==> src/rtl/stream_comparator_win_if.sv <==
// Operand/result/statistics bundle for stream_comparator_win.
// master drives operands and result backpressure; slave is the comparator.
interface stream_comparator_win_if #(
  parameter int WIDTH  = 8,
  parameter int WINDOW = 16
);
  localparam int CW = $clog2(WINDOW + 1);

  logic             in_valid;
  logic             in_ready;
  logic [WIDTH-1:0] a;
  logic [WIDTH-1:0] b;
  logic             out_valid;
  logic             out_ready;
  logic             lesser;
  logic             greater;
  logic             equal;
  logic             win_valid;
  logic [CW-1:0]    win_lt;
  logic [CW-1:0]    win_gt;
  logic [CW-1:0]    win_eq;

  modport master (
    output in_valid, a, b, out_ready,
    input  in_ready, out_valid, lesser, greater, equal,
    input  win_valid, win_lt, win_gt, win_eq
  );

  modport slave (
    input  in_valid, a, b, out_ready,
    output in_ready, out_valid, lesser, greater, equal,
    output win_valid, win_lt, win_gt, win_eq
  );
endinterface

==> src/rtl/stream_comparator_win.sv <==
// Streaming magnitude comparator with a one-deep registered result stage and
// per-window lt/gt/eq outcome counters published as a snapshot every WINDOW accepts.
module stream_comparator_win #(
  parameter int WIDTH  = 8,
  parameter int SIGNED = 0,
  parameter int WINDOW = 16
) (
  input  logic                   clk,
  input  logic                   rst_n,
  input  logic                   clr,
  stream_comparator_win_if.slave s
);
  localparam int            CW   = $clog2(WINDOW + 1);
  localparam logic [CW-1:0] LAST = CW'(WINDOW - 1);
  localparam logic [CW-1:0] ONE  = CW'(1);

  typedef struct packed {
    logic lt;
    logic gt;
    logic eq;
  } cmp_t;

  typedef struct packed {
    logic [CW-1:0] lt;
    logic [CW-1:0] gt;
    logic [CW-1:0] eq;
  } cnt_t;

  logic          out_valid_q, out_valid_d;
  cmp_t          res_q, res_d;
  cnt_t          cnt_q, cnt_d;
  cnt_t          snap_q, snap_d;
  logic [CW-1:0] idx_q, idx_d;
  logic          win_valid_q, win_valid_d;

  logic accept;
  logic a_lt_b;
  logic a_gt_b;

  always_comb begin
    if (SIGNED != 0) begin
      a_lt_b = $signed(s.a) < $signed(s.b);
      a_gt_b = $signed(s.a) > $signed(s.b);
    end else begin
      a_lt_b = s.a < s.b;
      a_gt_b = s.a > s.b;
    end
  end

  // A result leaving this cycle frees the stage for a new pair in the same cycle.
  assign s.in_ready = !out_valid_q || s.out_ready;
  assign accept     = s.in_valid && s.in_ready;

  always_comb begin
    out_valid_d = out_valid_q;
    res_d       = res_q;
    cnt_d       = cnt_q;
    snap_d      = snap_q;
    idx_d       = idx_q;
    win_valid_d = 1'b0;

    if (accept) begin
      out_valid_d = 1'b1;
      res_d.lt    = a_lt_b;
      res_d.gt    = a_gt_b;
      res_d.eq    = !a_lt_b && !a_gt_b;
    end else if (s.out_ready) begin
      out_valid_d = 1'b0;
    end

    // clr outranks a simultaneous accept: the pair still produces a result but is not counted.
    if (clr) begin
      cnt_d = '0;
      idx_d = '0;
    end else if (accept) begin
      cnt_d.lt = cnt_q.lt + (res_d.lt ? ONE : '0);
      cnt_d.gt = cnt_q.gt + (res_d.gt ? ONE : '0);
      cnt_d.eq = cnt_q.eq + (res_d.eq ? ONE : '0);
      if (idx_q == LAST) begin
        snap_d      = cnt_d;
        win_valid_d = 1'b1;
        cnt_d       = '0;
        idx_d       = '0;
      end else begin
        idx_d = idx_q + ONE;
      end
    end
  end

  // NOTE: state updates use non-blocking assignments so every flop samples pre-edge values.
  always_ff @(posedge clk or negedge rst_n) begin
    if (!rst_n) begin
      out_valid_q <= 1'b0;
      res_q       <= '0;
      cnt_q       <= '0;
      snap_q      <= '0;
      idx_q       <= '0;
      win_valid_q <= 1'b0;
    end else begin
      out_valid_q <= out_valid_d;
      res_q       <= res_d;
      cnt_q       <= cnt_d;
      snap_q      <= snap_d;
      idx_q       <= idx_d;
      win_valid_q <= win_valid_d;
    end
  end

  assign s.out_valid = out_valid_q;
  assign s.lesser    = res_q.lt;
  assign s.greater   = res_q.gt;
  assign s.equal     = res_q.eq;
  assign s.win_valid = win_valid_q;
  assign s.win_lt    = snap_q.lt;
  assign s.win_gt    = snap_q.gt;
  assign s.win_eq    = snap_q.eq;
endmodule

==> src/flat_wrapper.sv <==
// flat-port wrapper written by rule: the top's interface ports become plain ports
module stream_comparator_win_flat 
#(
  parameter int WIDTH  = 8,
  parameter int SIGNED = 0,
  parameter int WINDOW = 16
)
  (clk, rst_n, clr, s_in_valid, s_a, s_b, s_out_ready, s_in_ready, s_out_valid, s_lesser, s_greater, s_equal, s_win_valid, s_win_lt, s_win_gt, s_win_eq);
  stream_comparator_win_if #(.WIDTH(WIDTH), .WINDOW(WINDOW)) s_i ();
  input  logic clk;
  input  logic rst_n;
  input  logic clr;
  input wire logic [$bits(s_i.in_valid)-1:0] s_in_valid;
  input wire logic [$bits(s_i.a)-1:0] s_a;
  input wire logic [$bits(s_i.b)-1:0] s_b;
  input wire logic [$bits(s_i.out_ready)-1:0] s_out_ready;
  output wire logic [$bits(s_i.in_ready)-1:0] s_in_ready;
  output wire logic [$bits(s_i.out_valid)-1:0] s_out_valid;
  output wire logic [$bits(s_i.lesser)-1:0] s_lesser;
  output wire logic [$bits(s_i.greater)-1:0] s_greater;
  output wire logic [$bits(s_i.equal)-1:0] s_equal;
  output wire logic [$bits(s_i.win_valid)-1:0] s_win_valid;
  output wire logic [$bits(s_i.win_lt)-1:0] s_win_lt;
  output wire logic [$bits(s_i.win_gt)-1:0] s_win_gt;
  output wire logic [$bits(s_i.win_eq)-1:0] s_win_eq;
  assign s_i.in_valid = s_in_valid;
  assign s_i.a = s_a;
  assign s_i.b = s_b;
  assign s_i.out_ready = s_out_ready;
  assign s_in_ready = s_i.in_ready;
  assign s_out_valid = s_i.out_valid;
  assign s_lesser = s_i.lesser;
  assign s_greater = s_i.greater;
  assign s_equal = s_i.equal;
  assign s_win_valid = s_i.win_valid;
  assign s_win_lt = s_i.win_lt;
  assign s_win_gt = s_i.win_gt;
  assign s_win_eq = s_i.win_eq;
  stream_comparator_win #(.WIDTH(WIDTH), .SIGNED(SIGNED), .WINDOW(WINDOW)) u_core (.clk(clk), .rst_n(rst_n), .clr(clr), .s(s_i));
endmodule
==> config.mk <==
export PLATFORM = sky130hd
export DESIGN_NAME = stream_comparator_win_flat
export DESIGN_NICKNAME = d
export VERILOG_FILES = /design/src/rtl/stream_comparator_win_if.sv /design/src/rtl/stream_comparator_win.sv /design/src/flat_wrapper.sv
export SDC_FILE = /design/constraint.sdc
export NUM_CORES = 1
export LEC_CHECK = 0
export CORE_ASPECT_RATIO = 1.2
export CORE_MARGIN = 2
export CORE_UTILIZATION = 49
export CTS_BUF_LIST = sky130_fd_sc_hd__clkbuf_16
export DETAILED_ROUTE_END_ITERATION = 6
export PLACE_DENSITY_LB_ADDON = 0.08
export SYNTH_ARGS = -nofsm -noshare
export SYNTH_HDL_FRONTEND = slang
export SYNTH_SLANG_ARGS = --single-unit
==> constraint.sdc <==
create_clock -name clk -period 6.7 [get_ports clk]
set_input_delay 1.34 -clock clk [delete_from_list [all_inputs] [get_ports clk]]
set_output_delay 1.34 -clock clk [all_outputs]
set_load 0.05 [all_outputs]
==> flow_summary.yaml, run 1 <==
power_and_ir_drop:
  vdd_ir_drop_max_uv: 145
  finalPower_w: 0.000620
  p_per_area_nw_per_um2: 236
  cellLeakagePower_nw: 1.20
logic_synthesis:
  synth_top_area_cell: "dfrtp_1"
  synth_area_per_cell_um2: 11.0
  synthesis.nets: 218
  synth.area.top_cells: "dfrtp_1 (50%), ha_1 (9.4%), nand2_1 (3.9%)"
  ys_top_cells_by_count: "dfrtp_1 (40), nand2_1 (21), ha_1 (15)"
  syn-cell-area_um2: 2000
  ys_ff_latch: 40
  ys_warn_count: 0
  yosysSeqAreaShare_pct: 50.1
  ys_types: 40
  async_flop_share_pct: 100
  synth_top_area_share_pct: 50.1
  synthCells: 182
  synth_edf_count: 0
  yosysMostFrequentCell: "dfrtp_1"
  synthFlopType: "dfrtp_1"
clocking:
  clk_latency_ns: 0.28
  cts_buffers: 5
  post_cts.repair.setup_buffers: 0
  cts_root_buf: "clkbuf_16"
  postCtsHoldBufs: 0
  htreeDepth: 2
  cts_buffer_depth: 2
  path_clk_slew_ns: 0.06
  post_cts_resized: 0
  cts_tree: "built"
  clkSinkCount: 40
floorplan:
  chipWidth_um: 62.3
  core_um2: 3940
  chipHeight_um: 74.0
  dieArea_um2: 4610
  start_util_pct: 50.7
  rows: 25
  top_level_ports: 42
sta:
  setup_viol: 0
  whs_ns: 0.481
  rsz0062_at_grt: "false"
  tightestPinTransition_ns: 1.07
  final.setup_skew_ns: 0.00190
  slew_viol_final: 0
  final.min_clock_period_ns: 4.16
  timing.fmax_mhz: 241
  min_period_over_period_pct: 62.0
  finalSetupTns_ns: 0
  relSlewSlack_pct: 28.8
  hold_violations: 0
routing:
  avgViaCountPerCell: 5.37
  dr_total_vias: 1494
  drc_errors: 0
  drt_wl_total_um: 3820
  wl_per_cell_um: 13.7
  drtIter0Drc: 28
  final_antenna_net_count: 0
  first_pass_iters: 4
critical_path:
  worst_setup_path_start_kind: "input pin"
  endpoint_kind: "output port"
  critPathMaxFanout: 9
  critical_path_required_ns: 5.36
  worstSetupPathType: "in2out"
  cp.arrival_ns: 2.82
worst_hold_path:
  hp-class: "reg2reg"
layout:
  area_growth_pct: 31.2
  final_nets: 260
  drive_gt1_share_pct: 9.38
  n_antenna_cell: 0
global_routing:
  grt_max_degree: 41
  overflow: 0
  grt_pass1_vias: 1478
  antenna_found_initial: 0
  grt_first_pass_wirelength_um: 6770
  globalRouteTotalUtil_pct: 18.8
placement:
  hpwl_um: 2830
  place_congestion: 0.740
  portBuffers: 41
flow_run:
  max-cap-violations: 0
outcome:
  status: "finished clean"
routing by layer:
metal | track usage (%) | share of wire [%] | wire [um]
met1 | 22.4 | 42 | 1620
met2 | 34.7 | 52 | 1980
met3 | 3.93 | 4.6 | 176
met4 | 5.93 | 1.2 | 45
met5 | 0 | 0 | 0
layout make-up:
class,count,area [um^2]
Sequential cell,40,1000
Clock inverter,2,60.1
Inverter,11,43.8
Timing Repair Buffer,41,405
Multi-Input combinational cell,125,921
Tap cell,54,67.6
Clock buffer,5,125
Fill cell,326,1320
cells in the final DEF, fill, tap and decap left out, types with 2 or more instances in the layout:
cell type	n
a21oi_1	10
a22o_1	7
a31oi_1	4
a41oi_1	2
bufinv_16	2
clkbuf_16	5
clkdlybuf4s50_1	40
dfrtp_1	40
ha_1	15
inv_1	9
mux2_1	2
mux2_2	3
nand2_1	21
nand2b_1	3
nand3_1	10
nand3b_1	2
nand4_1	2
nor2_1	3
o21ai_1	14
or3_1	2
xnor2_1	3
xor2_1	7
power breakdown:
group | switching (W) | total, W | leakage (nW) | internal (W)
clock network | 0.0000879 | 0.000299 | 0.0899 | 0.000211
registers | 0.00000414 | 0.000251 | 0.549 | 0.000247
logic | 0.0000404 | 0.0000696 | 0.563 | 0.0000293
cells by family (layout without fill, tap and decap cells):
logic type | count (synthesis) | after routing | share of synthesized area, %
buffers and inverters | 17 | 59 | 3.88
AO/OA/AOI/OAI | 43 | 43 | 13.9
adder cells (fa/ha/maj) | 15 | 15 | 9.39
AND/OR/NAND/NOR | 50 | 50 | 14.3
XOR/XNOR | 10 | 10 | 4.38
multiplexers | 7 | 7 | 4.07
flip-flops | 40 | 40 | 50.1
registers in the layout, summed over array words and instances (netlist names):
| signal | cells |
|---|---|
| u_core.s.win_lt | 5 |
| u_core.s.equal | 1 |
| u_core.s.out_valid | 1 |
| u_core.s.greater | 1 |
| u_core.s.win_valid | 1 |
| u_core.cnt_q | 15 |
| u_core.s.win_eq | 5 |
| u_core.s.win_gt | 5 |
| u_core.s.lesser | 1 |
| u_core.idx_q | 5 |
worst max-delay path, cell delays in order:
cell and delay (ns):
clkdlybuf4s50_1 0.47, nor2b_2 0.07, inv_4 0.12, clkdlybuf4s50_1 0.81
per-stage QoR:
stage	setup slack [ns]	instance area, um^2	instances	utilization (%)
after floorplan	3.46	2000	182	-
after global placement	2.55	2440	271	61.9
after detailed placement	2.54	2440	271	61.9
after CTS	2.53	2620	278	66.6
after global routing	2.51	2620	278	66.6
final	2.54	2620	278	66.6
worst paths after layout:
path / from / to / slack [ns] / depth (start not counted)
worst max-delay path: s_out_ready / s_in_ready / 2.54 / 4
worst min-delay path: u_core.s.win_lt[3] / u_core.s.win_lt[3] / 0.48 / 2
worst max register to register: u_core.s.out_valid / u_core.cnt_q[4] / 4.21 / 10
worst min register to register: u_core.s.win_lt[3] / u_core.s.win_lt[3] / 0.48 / 2
max in group asynchronous: rst_n / u_core.s.win_lt[0] / 5.00 / 1
min in group asynchronous: rst_n / u_core.s.win_eq[3] / 1.17 / 1
No activity file was read; power rests on OpenSTA's default activity.
==> run 2, diff against run 1 <==
==> constraint.sdc (replaced) <==
create_clock -name clk -period 4.3 [get_ports clk]
set_input_delay 0.86 -clock clk [delete_from_list [all_inputs] [get_ports clk]]
set_output_delay 0.86 -clock clk [all_outputs]
set_load 0.05 [all_outputs]
==> flow_summary.yaml, run 2 (synthesis results as in run 1) <==
sta:
  tightestPinTransition_ns: 1.05
  min_period_over_period_pct: 74.6
  slew_viol_final: 0
  final.setup_skew_ns: 0.00395
  rsz0062_at_grt: "false"
  relSlewSlack_pct: 30.1
  hold_violations: 0
  final.min_clock_period_ns: 3.21
  finalSetupTns_ns: 0
  setup_viol: 0
  timing.fmax_mhz: 312
  whs_ns: 0.481
outcome:
  status: "finished clean"
routing:
  drtIter0Drc: 60
  avgViaCountPerCell: 5.45
  dr_total_vias: 1520
  drt_wl_total_um: 3910
  wl_per_cell_um: 14.0
  first_pass_iters: 4
  drc_errors: 0
  final_antenna_net_count: 0
global_routing:
  grt_first_pass_wirelength_um: 6960
  grt_pass1_vias: 1558
  antenna_found_initial: 0
  grt_max_degree: 41
  globalRouteTotalUtil_pct: 19.1
  overflow: 0
power_and_ir_drop:
  cellLeakagePower_nw: 1.20
  vdd_ir_drop_max_uv: 227
  finalPower_w: 0.000908
  p_per_area_nw_per_um2: 349
critical_path:
  r2r-end: "u_core.cnt_q[9]"
  worst_setup_path_start_kind: "input pin"
  r2r_start: "u_core.s.out_valid"
  cp_common_cell: "clkdlybuf4s50_1"
  crit_chain: "clkdlybuf4s50_1 -> nor2b_2 -> inv_4 -> clkdlybuf4s50_1"
  ff2ff_setup_slack_ns: 1.79
  endpoint_kind: "output port"
  worstSetupPathType: "in2out"
  cp_num_buf_inv: 3
  critical_path_required_ns: 3.44
  slowest_stage: "clkdlybuf4s50_1"
  slowest_delay_ns: 0.82
  crit_family: "buffers and inverters"
  r2r_cells: 10
  cp.arrival_ns: 2.35
  critPathMaxFanout: 9
clocking:
  cts_buffers: 5
  cts_tree: "built"
  htreeDepth: 2
  path_clk_slew_ns: 0.05
  postCtsHoldBufs: 0
  post_cts.repair.setup_buffers: 0
  cts_buffer_depth: 2
  post_cts_resized: 0
  clkSinkCount: 40
  clk_latency_ns: 0.28
  cts_root_buf: "clkbuf_16"
layout:
  area_growth_pct: 30.2
  largest_register: "u_core.cnt_q"
  n_antenna_cell: 0
  final_cell_mix: "clkdlybuf4s50_1 (40), dfrtp_1 (40), nand2_1 (21)"
  final_cells: 279
  multi_input_area_um2: 921
  post-route-util_pct: 66.0
  fill_cells: 339
  register_area_um2: 1000
  final_nets: 260
  largest_reg_flops: 15
  drive_gt1_share_pct: 9.33
placement:
  hpwl_um: 2970
  dp.cells: 271
  place_congestion: 0.744
  portBuffers: 41
floorplan:
  core_um2: 3940
  chipHeight_um: 74.0
  dieArea_um2: 4610
  chipWidth_um: 62.3
  rows: 25
  top_level_ports: 42
  start_util_pct: 50.7
worst_hold_path:
  hold_start: "u_core.s.win_eq[3]"
  hp-class: "reg2reg"
  whs_endpoint: "u_core.s.win_eq[3]"
  worstHoldPathCells: 2
flow_run:
  max-cap-violations: 0
run 2: worst max-delay path by stage:
| stage | from | endpoint | slack, ns | depth (start not counted) |
|---|---|---|---|---|
| after CTS | s_out_ready | s_in_ready | 1.09 | 4 |
| after global placement | s_in_valid | u_core.cnt_q[9] | 0.90 | 9 |
| final | s_out_ready | s_in_ready | 1.09 | 4 |
| after detailed placement | s_in_valid | u_core.cnt_q[9] | 0.84 | 9 |
| after global routing | s_in_valid | u_core.cnt_q[4] | 0.89 | 9 |
| after floorplan | s_b[5] | u_core.cnt_q[9] | 1.54 | 11 |
run 2: where the power goes:
part / internal, W / switching [W] / leakage [nW] / total, W
Clock: 0.000270 / 0.000136 / 0.0850 / 0.000407
Sequential: 0.000385 / 0.00000689 / 0.549 / 0.000392
Combinational: 0.0000457 / 0.0000632 / 0.563 / 0.000109
Total: 0.000701 / 0.000206 / 1.20 / 0.000908
run 2: final cells by class:
cell class                      instances  area share (%)
Clock inverter                          3            1.49
Timing Repair Buffer                   41            15.6
Multi-Input combinational cell        125            35.4
Sequential cell                        40            38.5
Tap cell                               54            2.60
Inverter                               11            1.68
Clock buffer                            5            4.81
run 2: metal layers:
layer / up-vias / share of wire (%) / wire [um] / global-route usage, %
met5: - / 0 / 0 / 0
met4: 0 / 1.7 / 68 / 6.67
met3: 8 / 4.4 / 171 / 3.63
met2: 43 / 51 / 1990 / 35.0
met1: 737 / 43 / 1690 / 22.9
li1: 732 / - / - / -
run 2: worst min-delay path, stage by stage, from the launching register on:
cell and delay, ns:
dfrtp_1 0.34, nand2_1 0.05, o21ai_1 0.06
run 2: metrics by stage:
stage / instance area (um^2) / setup WS [ns]
2_1_floorplan: 2000 / 1.54
3_3_place_gp: 2440 / 0.899
3_5_place_dp: 2440 / 0.837
4_1_cts: 2600 / 1.09
5_1_grt: 2600 / 0.887
6_report: 2600 / 1.09
==> run 3, diff against run 2 <==
==> constraint.sdc (replaced) <==
create_clock -name clk -period 3.1 [get_ports clk]
set_input_delay 0.62 -clock clk [delete_from_list [all_inputs] [get_ports clk]]
set_output_delay 0.62 -clock clk [all_outputs]
set_load 0.05 [all_outputs]
==> flow_summary.yaml, run 3 (synthesis results as in run 1) <==
power_and_ir_drop:
  pwr-share-comb_pct: 12.4
  power.switching_w: 0.000291
  finalPower_w: 0.00127
  vdd_ir_drop_max_uv: 220
  seqPwrFrac_pct: 42.9
  p_sw_share_pct: 23.0
  p_int_w: 0.000978
  cellLeakagePower_nw: 1.24
  pwr-share-clk_pct: 44.8
  p_per_area_nw_per_um2: 477
global_routing:
  grt_pass1_vias: 1600
  antenna_found_initial: 0
  overflow: 0
  top_usage_layer: "met2"
  globalRouteTotalUtil_pct: 19.2
  grt_util_met3_pct: 3.93
  grt_first_pass_wirelength_um: 7050
  grt.met2_usage_pct: 36.7
  grt_max_degree: 41
  grt_use_met1_pct: 22.2
clocking:
  clkSinkCount: 40
  cts_root_buf: "clkbuf_16"
  htreeDepth: 2
  clk_latency_ns: 0.28
  cts_tree: "built"
  postCtsHoldBufs: 0
  cts_buffers: 5
  cts_buffer_depth: 2
  post_cts_resized: 0
  post_cts.repair.setup_buffers: 0
  path_clk_slew_ns: 0.06
outcome:
  status: "finished clean"
sta:
  final.min_clock_period_ns: 2.85
  whs_ns: 0.450
  rsz0062_at_grt: "false"
  finalSetupTns_ns: 0
  hold_violations: 0
  setup_viol: 0
  timing.fmax_mhz: 350
  tightestPinTransition_ns: 0.861
  final.setup_skew_ns: 0.00477
  relSlewSlack_pct: 42.6
  min_period_over_period_pct: 92.1
  slew_viol_final: 0
critical_path:
  crit_family: "compound AO/OA/AOI/OAI gates"
  critical_path_required_ns: 3.26
  worstSetupPathType: "in2reg"
  slowest_stage: "clkdlybuf4s50_1"
  cp_common_cell: "ha_1"
  cp.arrival_ns: 3.02
  endpoint_kind: "flip-flop"
  slowest_delay_ns: 0.46
  critPathMaxFanout: 3
  worst_setup_path_start_kind: "input pin"
  crit_chain: "clkdlybuf4s50_1 -> inv_1 -> ha_1 -> a21oi_1 -> nor2_1 -> a2111oi_2 -> a21oi_1 -> ha_1 -> ha_1 -> nand3_1 -> xor2_1 -> o21ai_1"
  cp_num_buf_inv: 2
layout:
  drive_gt1_share_pct: 12.4
  largest_register: "u_core.cnt_q"
  largest_reg_flops: 15
  final_cell_mix: "clkdlybuf4s50_1 (40), dfrtp_1 (40), nand2_1 (21)"
  area_growth_pct: 33.2
  n_antenna_cell: 0
  final_nets: 268
floorplan:
  chipHeight_um: 74.0
  chipWidth_um: 62.3
  core_um2: 3940
  top_level_ports: 42
  start_util_pct: 50.7
  dieArea_um2: 4610
  rows: 25
worst_hold_path:
  hp-class: "in2async"
routing:
  avgViaCountPerCell: 5.25
  first_pass_iters: 4
  drc_errors: 0
  wl_per_cell_um: 13.9
  dr_total_vias: 1506
  final_antenna_net_count: 0
  drtIter0Drc: 34
  drt_wl_total_um: 3980
flow_run:
  max-cap-violations: 0
placement:
  hpwl_um: 3080
  portBuffers: 41
  place_congestion: 0.754
==> run 3: power by group through the flow <==
stage	clock [W]	combinational, W	sequential, W
finish	0.000568	0.000157	0.000544
global route	0.000602	0.000174	0.000545
floorplan	0	0.0000672	0.000570
global placement	0	0.000154	0.000553
CTS	0.000572	0.000160	0.000544
detailed placement	0	0.000160	0.000553
==> run 3: worst paths after layout <==
kind | start | to | slack, ns | depth (start not counted)
worst max register to register | u_core.s.out_valid | u_core.cnt_q[4] | 0.78 | 10
min in group clk | u_core.s.win_eq[4] | u_core.s.win_eq[4] | 0.48 | 2
worst min register to register | u_core.s.win_eq[4] | u_core.s.win_eq[4] | 0.48 | 2
max in group asynchronous | rst_n | u_core.idx_q[3] | 2.10 | 1
worst min-delay path | rst_n | u_core.s.win_eq[4] | 0.45 | 1
worst max-delay path | s_b[5] | u_core.cnt_q[4] | 0.25 | 12
==> run 3: layer usage <==
metal / wire length (um) / vias up
met2: 2070 / 41
li1: - / 747
met5: 0 / -
met4: 46 / 0
met1: 1680 / 711
met3: 183 / 7
==> run 3: area by class of cell <==
| cell class | count | area, um^2 |
|---|---|---|
| clock buffer | 5 | 125 |
| inverter | 11 | 43.8 |
| sequential | 40 | 1000 |
| multi-input combinational | 125 | 921 |
| tap | 54 | 67.6 |
| fill | 336 | 1280 |
| clock inverter | 3 | 38.8 |
| timing repair buffer | 49 | 465 |
==> run 3: through the flow <==
step                std cells  worst slack [ns]  cell area (um^2)  utilization, %
floorplan                 182             0.499              2000               -
global placement          279           -0.0144              2500            63.4
detailed placement        279           -0.0475              2500            63.4
CTS                       287             0.241              2660            67.6
global route              287           0.00494              2660            67.6
finish                    287             0.246              2660            67.6
